==> src/rtl/audio_pkg.sv <==
// Shared constants and types for the tone datapath: note dividers,
// ROM word layout, volume widths and the melody scheduler state encoding.
package audio_pkg;

    localparam int DIV_W   = 22;
    localparam int BEATS_W = 4;
    localparam int ROM_W   = DIV_W + BEATS_W;
    localparam int VOL_W   = 4;
    localparam int AMP_W   = 16;
    localparam int ADDR_W  = 5;

    localparam logic [DIV_W-1:0] DIV_DO   = 22'd191571;
    localparam logic [DIV_W-1:0] DIV_RE   = 22'd170648;
    localparam logic [DIV_W-1:0] DIV_MI   = 22'd151515;
    localparam logic [DIV_W-1:0] DIV_MUTE = 22'd1000;

    typedef enum logic [1:0] {
        ST_IDLE  = 2'd0,
        ST_LOAD  = 2'd1,
        ST_PLAY  = 2'd2,
        ST_PAUSE = 2'd3
    } sched_state_t;

    // Amplitude for a volume exponent: one power-of-two step per level.
    function automatic logic [AMP_W-1:0] vol_amplitude(input logic [VOL_W-1:0] level);
        return {{(AMP_W-1){1'b0}}, 1'b1} << level;
    endfunction

endpackage

==> src/rtl/beat_timer.sv <==
// Free-running period counter with enable and clear; emits a one-cycle
// tick on the cycle where the count wraps from PERIOD-1 back to 0.
module beat_timer #(
    parameter int PERIOD = 4
) (
    input  logic clk,
    input  logic rst_n,
    input  logic en,
    input  logic clr,
    output logic tick
);

    localparam int CNT_W = (PERIOD > 1) ? $clog2(PERIOD) : 1;
    localparam logic [CNT_W-1:0] LAST = CNT_W'(PERIOD - 1);

    logic [CNT_W-1:0] count_q;
    logic [CNT_W-1:0] count_d;

    // Next count: clear wins, otherwise advance and wrap while enabled.
    always_comb begin
        count_d = count_q;
        if (clr) begin
            count_d = '0;
        end else if (en) begin
            count_d = (count_q == LAST) ? '0 : count_q + 1'b1;
        end
    end

    assign tick = en && !clr && (count_q == LAST);

    // Count register.
    always_ff @(posedge clk or negedge rst_n) begin
        if (!rst_n) begin
            count_q <= '0;
        end else begin
            count_q <= count_d;
        end
    end

endmodule

==> src/rtl/melody_scheduler.sv <==
// Melody sequencer and tone arbiter in front of buzzerControl. Walks the
// melody ROM one note per beat count, lets a held key override the note,
// and owns the volume exponent and the mute-to-silence rule.
module melody_scheduler
    import audio_pkg::*;
#(
    parameter int                 BEAT_DIV = 12_500_000,
    parameter int                 SONG_LEN = 32,
    parameter logic [DIV_W-1:0]   MUTE_DIV = DIV_MUTE,
    parameter logic [VOL_W-1:0]   VOL_RST  = 4'd10
) (
    input  logic                  clk,
    input  logic                  rst_n,
    input  logic                  play_pulse,
    input  logic                  stop_pulse,
    input  logic                  key_valid,
    input  logic [DIV_W-1:0]      key_div,
    input  logic                  vol_up_pulse,
    input  logic                  vol_dn_pulse,
    output logic [ADDR_W-1:0]     rom_addr,
    input  logic [ROM_W-1:0]      rom_data,
    output logic [DIV_W-1:0]      note_div,
    output logic [AMP_W-1:0]      pos_vol,
    output logic [AMP_W-1:0]      neg_vol,
    output logic [1:0]            state,
    output logic [VOL_W-1:0]      vol_level
);

    localparam logic [ADDR_W-1:0] LAST_ADDR = ADDR_W'(SONG_LEN - 1);
    localparam logic [VOL_W-1:0]  VOL_MAX   = '1;

    sched_state_t        state_q, state_d;
    logic [ADDR_W-1:0]   rom_addr_q, rom_addr_d;
    logic [DIV_W-1:0]    cur_div_q, cur_div_d;
    logic [BEATS_W-1:0]  beats_left_q, beats_left_d;
    logic [VOL_W-1:0]    vol_level_q, vol_level_d;
    logic [DIV_W-1:0]    note_div_q, note_div_d;
    logic [AMP_W-1:0]    pos_vol_q, pos_vol_d;
    logic [AMP_W-1:0]    neg_vol_q, neg_vol_d;

    logic [DIV_W-1:0]    rom_div;
    logic [BEATS_W-1:0]  rom_beats;
    logic [DIV_W-1:0]    melody_div;
    logic [DIV_W-1:0]    sel_div;
    logic                timer_en;
    logic                timer_clr;
    logic                beat_tick;

    assign rom_div   = rom_data[ROM_W-1:BEATS_W];
    assign rom_beats = rom_data[BEATS_W-1:0];

    // The beat counter only runs in PLAY; a pause request, a stop or a held
    // key freezes it, and IDLE/LOAD/stop restart it from zero.
    assign timer_en  = (state_q == ST_PLAY) && !play_pulse && !stop_pulse && !key_valid;
    assign timer_clr = stop_pulse || (state_q == ST_IDLE) || (state_q == ST_LOAD);

    beat_timer #(
        .PERIOD (BEAT_DIV)
    ) u_beat_timer (
        .clk   (clk),
        .rst_n (rst_n),
        .en    (timer_en),
        .clr   (timer_clr),
        .tick  (beat_tick)
    );

    // Sequencer next state: stop overrides everything, LOAD latches the
    // ROM word, PLAY counts beats down and advances to the next word.
    always_comb begin
        state_d      = state_q;
        rom_addr_d   = rom_addr_q;
        cur_div_d    = cur_div_q;
        beats_left_d = beats_left_q;
        if (stop_pulse) begin
            state_d      = ST_IDLE;
            rom_addr_d   = '0;
            beats_left_d = '0;
        end else begin
            case (state_q)
                ST_IDLE: begin
                    rom_addr_d   = '0;
                    beats_left_d = '0;
                    if (play_pulse) begin
                        state_d = ST_LOAD;
                    end
                end
                ST_LOAD: begin
                    cur_div_d    = rom_div;
                    beats_left_d = rom_beats;
                    if (rom_beats == '0) begin
                        state_d    = ST_IDLE;
                        rom_addr_d = '0;
                    end else begin
                        state_d = ST_PLAY;
                    end
                end
                ST_PLAY: begin
                    if (play_pulse) begin
                        state_d = ST_PAUSE;
                    end else if (beat_tick) begin
                        beats_left_d = beats_left_q - 1'b1;
                        if (beats_left_q == {{(BEATS_W-1){1'b0}}, 1'b1}) begin
                            rom_addr_d = (rom_addr_q == LAST_ADDR) ? '0 : rom_addr_q + 1'b1;
                            state_d    = ST_LOAD;
                        end
                    end
                end
                ST_PAUSE: begin
                    if (play_pulse) begin
                        state_d = ST_PLAY;
                    end
                end
                default: begin
                    state_d = ST_IDLE;
                end
            endcase
        end
    end

    // Volume exponent: saturating steps, conflicting requests cancel.
    always_comb begin
        vol_level_d = vol_level_q;
        if (vol_up_pulse && !vol_dn_pulse && (vol_level_q != VOL_MAX)) begin
            vol_level_d = vol_level_q + 1'b1;
        end else if (vol_dn_pulse && !vol_up_pulse && (vol_level_q != '0)) begin
            vol_level_d = vol_level_q - 1'b1;
        end
    end

    // Tone selection: key overrides the melody, mute divider forces silence.
    always_comb begin
        melody_div = (state_q == ST_PLAY) ? cur_div_q : MUTE_DIV;
        sel_div    = key_valid ? key_div : melody_div;
        note_div_d = sel_div;
        pos_vol_d  = (sel_div == MUTE_DIV) ? '0 : vol_amplitude(vol_level_q);
        neg_vol_d  = ~pos_vol_d + {{(AMP_W-1){1'b0}}, 1'b1};
    end

    // State, sequencing and output registers.
    always_ff @(posedge clk or negedge rst_n) begin
        if (!rst_n) begin
            state_q      <= ST_IDLE;
            rom_addr_q   <= '0;
            cur_div_q    <= MUTE_DIV;
            beats_left_q <= '0;
            vol_level_q  <= VOL_RST;
            note_div_q   <= MUTE_DIV;
            pos_vol_q    <= '0;
            neg_vol_q    <= '0;
        end else begin
            state_q      <= state_d;
            rom_addr_q   <= rom_addr_d;
            cur_div_q    <= cur_div_d;
            beats_left_q <= beats_left_d;
            vol_level_q  <= vol_level_d;
            note_div_q   <= note_div_d;
            pos_vol_q    <= pos_vol_d;
            neg_vol_q    <= neg_vol_d;
        end
    end

    // The ROM has one cycle of read latency, so it is addressed with the
    // next address; the word for a new note is then ready in its LOAD cycle.
    assign rom_addr  = rom_addr_d;
    assign note_div  = note_div_q;
    assign pos_vol   = pos_vol_q;
    assign neg_vol   = neg_vol_q;
    assign state     = state_q;
    assign vol_level = vol_level_q;

endmodule

==> config.mk <==
export PLATFORM = sky130hd
export DESIGN_NAME = melody_scheduler
export DESIGN_NICKNAME = d
export VERILOG_FILES = /design/src/rtl/audio_pkg.sv /design/src/rtl/beat_timer.sv /design/src/rtl/melody_scheduler.sv
export SDC_FILE = /design/constraint.sdc
export NUM_CORES = 1
export LEC_CHECK = 0
export CAP_MARGIN = 30
export CORE_MARGIN = 4
export CORE_UTILIZATION = 40
export DETAILED_ROUTE_END_ITERATION = 6
export PLACE_DENSITY_LB_ADDON = 0.05
export SLEW_MARGIN = 20
export SYNTH_ARGS = -nofsm -noshare
export SYNTH_HDL_FRONTEND = slang
export SYNTH_SLANG_ARGS = --single-unit
==> constraint.sdc <==
create_clock -name clk -period 4.3 [get_ports clk]
set_input_delay 0.645 -clock clk [delete_from_list [all_inputs] [get_ports clk]]
set_output_delay 0.645 -clock clk [all_outputs]
set_load 0.02 [all_outputs]
==> reports/qor.csv <==
stage,metric,value,unit
logic_synthesis,Post-synth EDFFs,0,
die,core area,13900,um^2
flow_run,max_cap viols,0,
cells_and_area,share of layout cells above drive strength 1,0.138,
sta,clk_skew,0.00839,ns
pwr,static leakage,0.00313,uW
die,I/O pin cnt,120,
sta,relative slew slack,0.441,
logic_synthesis,"count leader, synth",dfrtp_1,
global_route,grt total ovfl,0,
die,row cnt,43,
logic_synthesis,Post-Syn Instances,566,
routing,First DRT Iteration DRCs,250,
logic_synthesis,largest cells by area after synthesis,"dfrtp_1 (44%), dfstp_2 (6.5%), nand2_1 (4.5%)",
die,Die Y,127,um
global_route,GRT Max-Usage Layer,met2,
global_route,met2 usage,0.320,
sta,RSZ-0062 raised after global routing,no,
logic_synthesis,largest family of logic cells by synthesized area,simple AND/OR/NAND/NOR gates,
cells_and_area,area delta synth->final,34.0,%
logic_synthesis,Avg Synthesized Cell Area,10.1,um^2
cells_and_area,cell area after layout,7640,um^2
min_path,Hold/Removal Path Class,input pin to async pin,
critical_path,data required time of the worst path,3.65,ns
clocking,CTS max path bufs,2,
logic_synthesis,post-synth net total,635,
pwr,pwr dens,512,nW/um^2
global_route,initial antenna violation count,1,
sta,Final Slew Violations,0,
routing,Pre-Repair DR Iteration Count,5,
clocking,root buffer cell,clkbuf_16,
global_route,number of global-route vias before repair,4832,
sta,worst slew pin tran,0.834,ns
clocking,number of buffers created by CTS,17,
die,initial core utilization,0.409,
placed_design,placed cell areas,7060,um^2
logic_synthesis,"Top FF cell, synth",dfrtp_1,
logic_synthesis,post-synthesis mux area share,0.0580,
global_route,Overall Global Routing Usage,0.193,
clocking,Max H-tree Level,4,
placed_design,DP Wirelength,10.7,mm
critical_path,"critical path fanouts, max",7,
clocking,clock sink count,114,
logic_synthesis,Synth Cell Area,5700,um^2
cells_and_area,NumNets Final,754,
global_route,largest net degree at the start of global routing,49,
pwr,total power,3910,uW
routing,DRC viols,0,
routing,post-route ant nets,0,
critical_path,Setup crit start kind,flip-flop,
critical_path,Worst Path Arrival,3.39,ns
sta,setup slack after layout,0.261,ns
sta,setup tns final,0,ns
logic_synthesis,simple-gate share of the synthesized area,0.225,
placed_design,PortBufs,119,
logic_synthesis,register area share after synthesis,0.504,
routing,DR vias,4814,
clocking,CTS tree,done,
sta,"Hold Vio Cnt, Final",0,
logic_synthesis,synth unique cells,68,
run_status,outcome,finished clean,
logic_synthesis,post-synthesis adder-cell area fraction,0.0321,
die,Die Wd,127,um
logic_synthesis,"top cells by count, synth","dfrtp_1 (100), nand2_1 (68), nor2_1 (36)",
pwr,VDD IR max,0.363,mV
placed_design,pre-CTS setup slack,0.292,ns
logic_synthesis,#FFs+latches synth,114,
placed_design,routability cong.,0.842,
global_route,first-pass GRT wire length,24.8,mm
logic_synthesis,area fraction of the dominant cell type after synthesis,0.439,
clocking,clk slew on worst S/H paths,0.05,ns
logic_synthesis,post-synthesis compound-gate area fraction,0.139,
routing,total wire length,15.2,mm
global_route,met3 GRT Util,0.0635,
die,die area,16200,um^2
clocking,clk_lat worst skew,0.41,ns
routing,routed vias/inst,5.48,
cells_and_area,Inserted Diodes,0,
sta,Tmin final,4.04,ns
logic_synthesis,"FFs w/ async S/R, synth",1.00,
sta,Final period util,0.939,
logic_synthesis,post-synthesis xor/xnor area fraction,0.00922,
sta,Final Setup Violations,0,
critical_path,crit path capture type,output pin,
critical_path,Worst Setup Path Type,flip-flop to output pin,
global_route,met1 Track Usage GR,0.242,
sta,Fmax achieved,248,MHz
logic_synthesis,warnings from Yosys,0,
routing,DR WL/cell,17.3,um
cells_and_area,Final Util,0.548,
logic_synthesis,cell taking the most area after synthesis,dfrtp_1,
per-layer routing:
metal	up-vias	part of all wire
met5	-	0.00086
met4	2	0.010
met3	15	0.054
met2	137	0.51
met1	2340	0.43
li1	2320	-
area by class of cell:
cell class | count | area (um^2)
multi-input cells | 410 | 2650
flip-flops and latches | 114 | 2870
well taps | 180 | 225
repair buffers | 130 | 1270
inverters | 12 | 45.0
fillers | 1264 | 6300
clock inverters | 13 | 128
clock buffers | 19 | 443
repair_timing:
| item | in CTS | in global routing |
|---|---|---|
| endpoints found under the setup margin | 0 | 1 |
| buffers inserted | 0 | 0 |
| resized for setup | 0 | 1 |
| hold buffers | 0 | 0 |
logic make-up (layout without fill, tap and decap cells):
logic type / count (synthesis) / in the layout
simple gates: 239 / 239
compound gates: 122 / 122
flops: 114 / 114
buf+inv: 42 / 174
mux: 29 / 29
fa+ha+maj: 14 / 14
xor+xnor: 6 / 6
stage by stage:
stage                     std cells  hold WS (ns)
after floorplan                 566         0.349
after global routing            878         0.180
after detailed placement        846         0.494
after global placement          845         0.480
final                           878         0.153
after CTS                       878         0.161
report_power, final:
part / leakage [uW] / internal (uW) / switching [uW]
clock: 0.000259 / 816 / 528
sequential: 0.00145 / 1290 / 212
combinational: 0.00142 / 513 / 546
flip-flops by register name, indices dropped and copies added, names as in the netlist:
name	flops
beats_left_q	4
pos_vol	15
u_beat_timer.count_q	24
cur_div_q	22
rom_addr_q	5
vol_level	4
neg_vol	16
state	2
note_div	22
path summary, 6_finish.rpt:
path,startpoint,endpoint,slack [ns],depth (start not counted)
setup reg to reg,state[0]$_DFFE_PN0P_,neg_vol[4]$_DFF_PN0_,0.60,12
hold / removal,rst_n,u_beat_timer.count_q[16]$_DFFE_PN0P_,0.15,1
setup / recovery,state[0]$_DFFE_PN0P_,rom_addr[3],0.26,7
max in group asynchronous,rst_n,vol_level[3]$_DFFE_PN1P_,3.23,2
hold reg to reg,u_beat_timer.count_q[20]$_DFFE_PN0P_,u_beat_timer.count_q[20]$_DFFE_PN0P_,0.51,1
min in group clk,u_beat_timer.count_q[20]$_DFFE_PN0P_,u_beat_timer.count_q[20]$_DFFE_PN0P_,0.51,1
worst max-delay path, stage by stage, from the launching register on:
cell,delay (ns)
dfrtp_1,0.45
inv_1,0.10
ha_1,0.27
or3_1,0.40
nor3_1,0.28
nand4_1,0.28
o311ai_0,0.52
clkdlybuf4s50_1,0.69
cell usage in the layout (no fill, tap or decap), types with 7 or more instances in the layout:
cell type	Yosys	layout
buf_4	1	12
clkdlybuf4s50_1	0	118
mux2_2	22	22
and3_1	8	8
dfrtp_1	100	100
nor4_1	8	8
o21ai_0	34	34
nor3_1	26	26
nor2_1	36	36
nand4_1	12	12
nor4b_1	7	7
a21oi_1	23	23
nand2_1	68	68
inv_1	12	12
or4_1	7	7
a31oi_1	12	12
a21o_1	15	15
ha_1	13	12
nand3_1	17	17
nor2b_1	10	9
dfstp_2	14	14
clkbuf_16	0	17
Note: power is estimated with default switching activity, not from simulation.
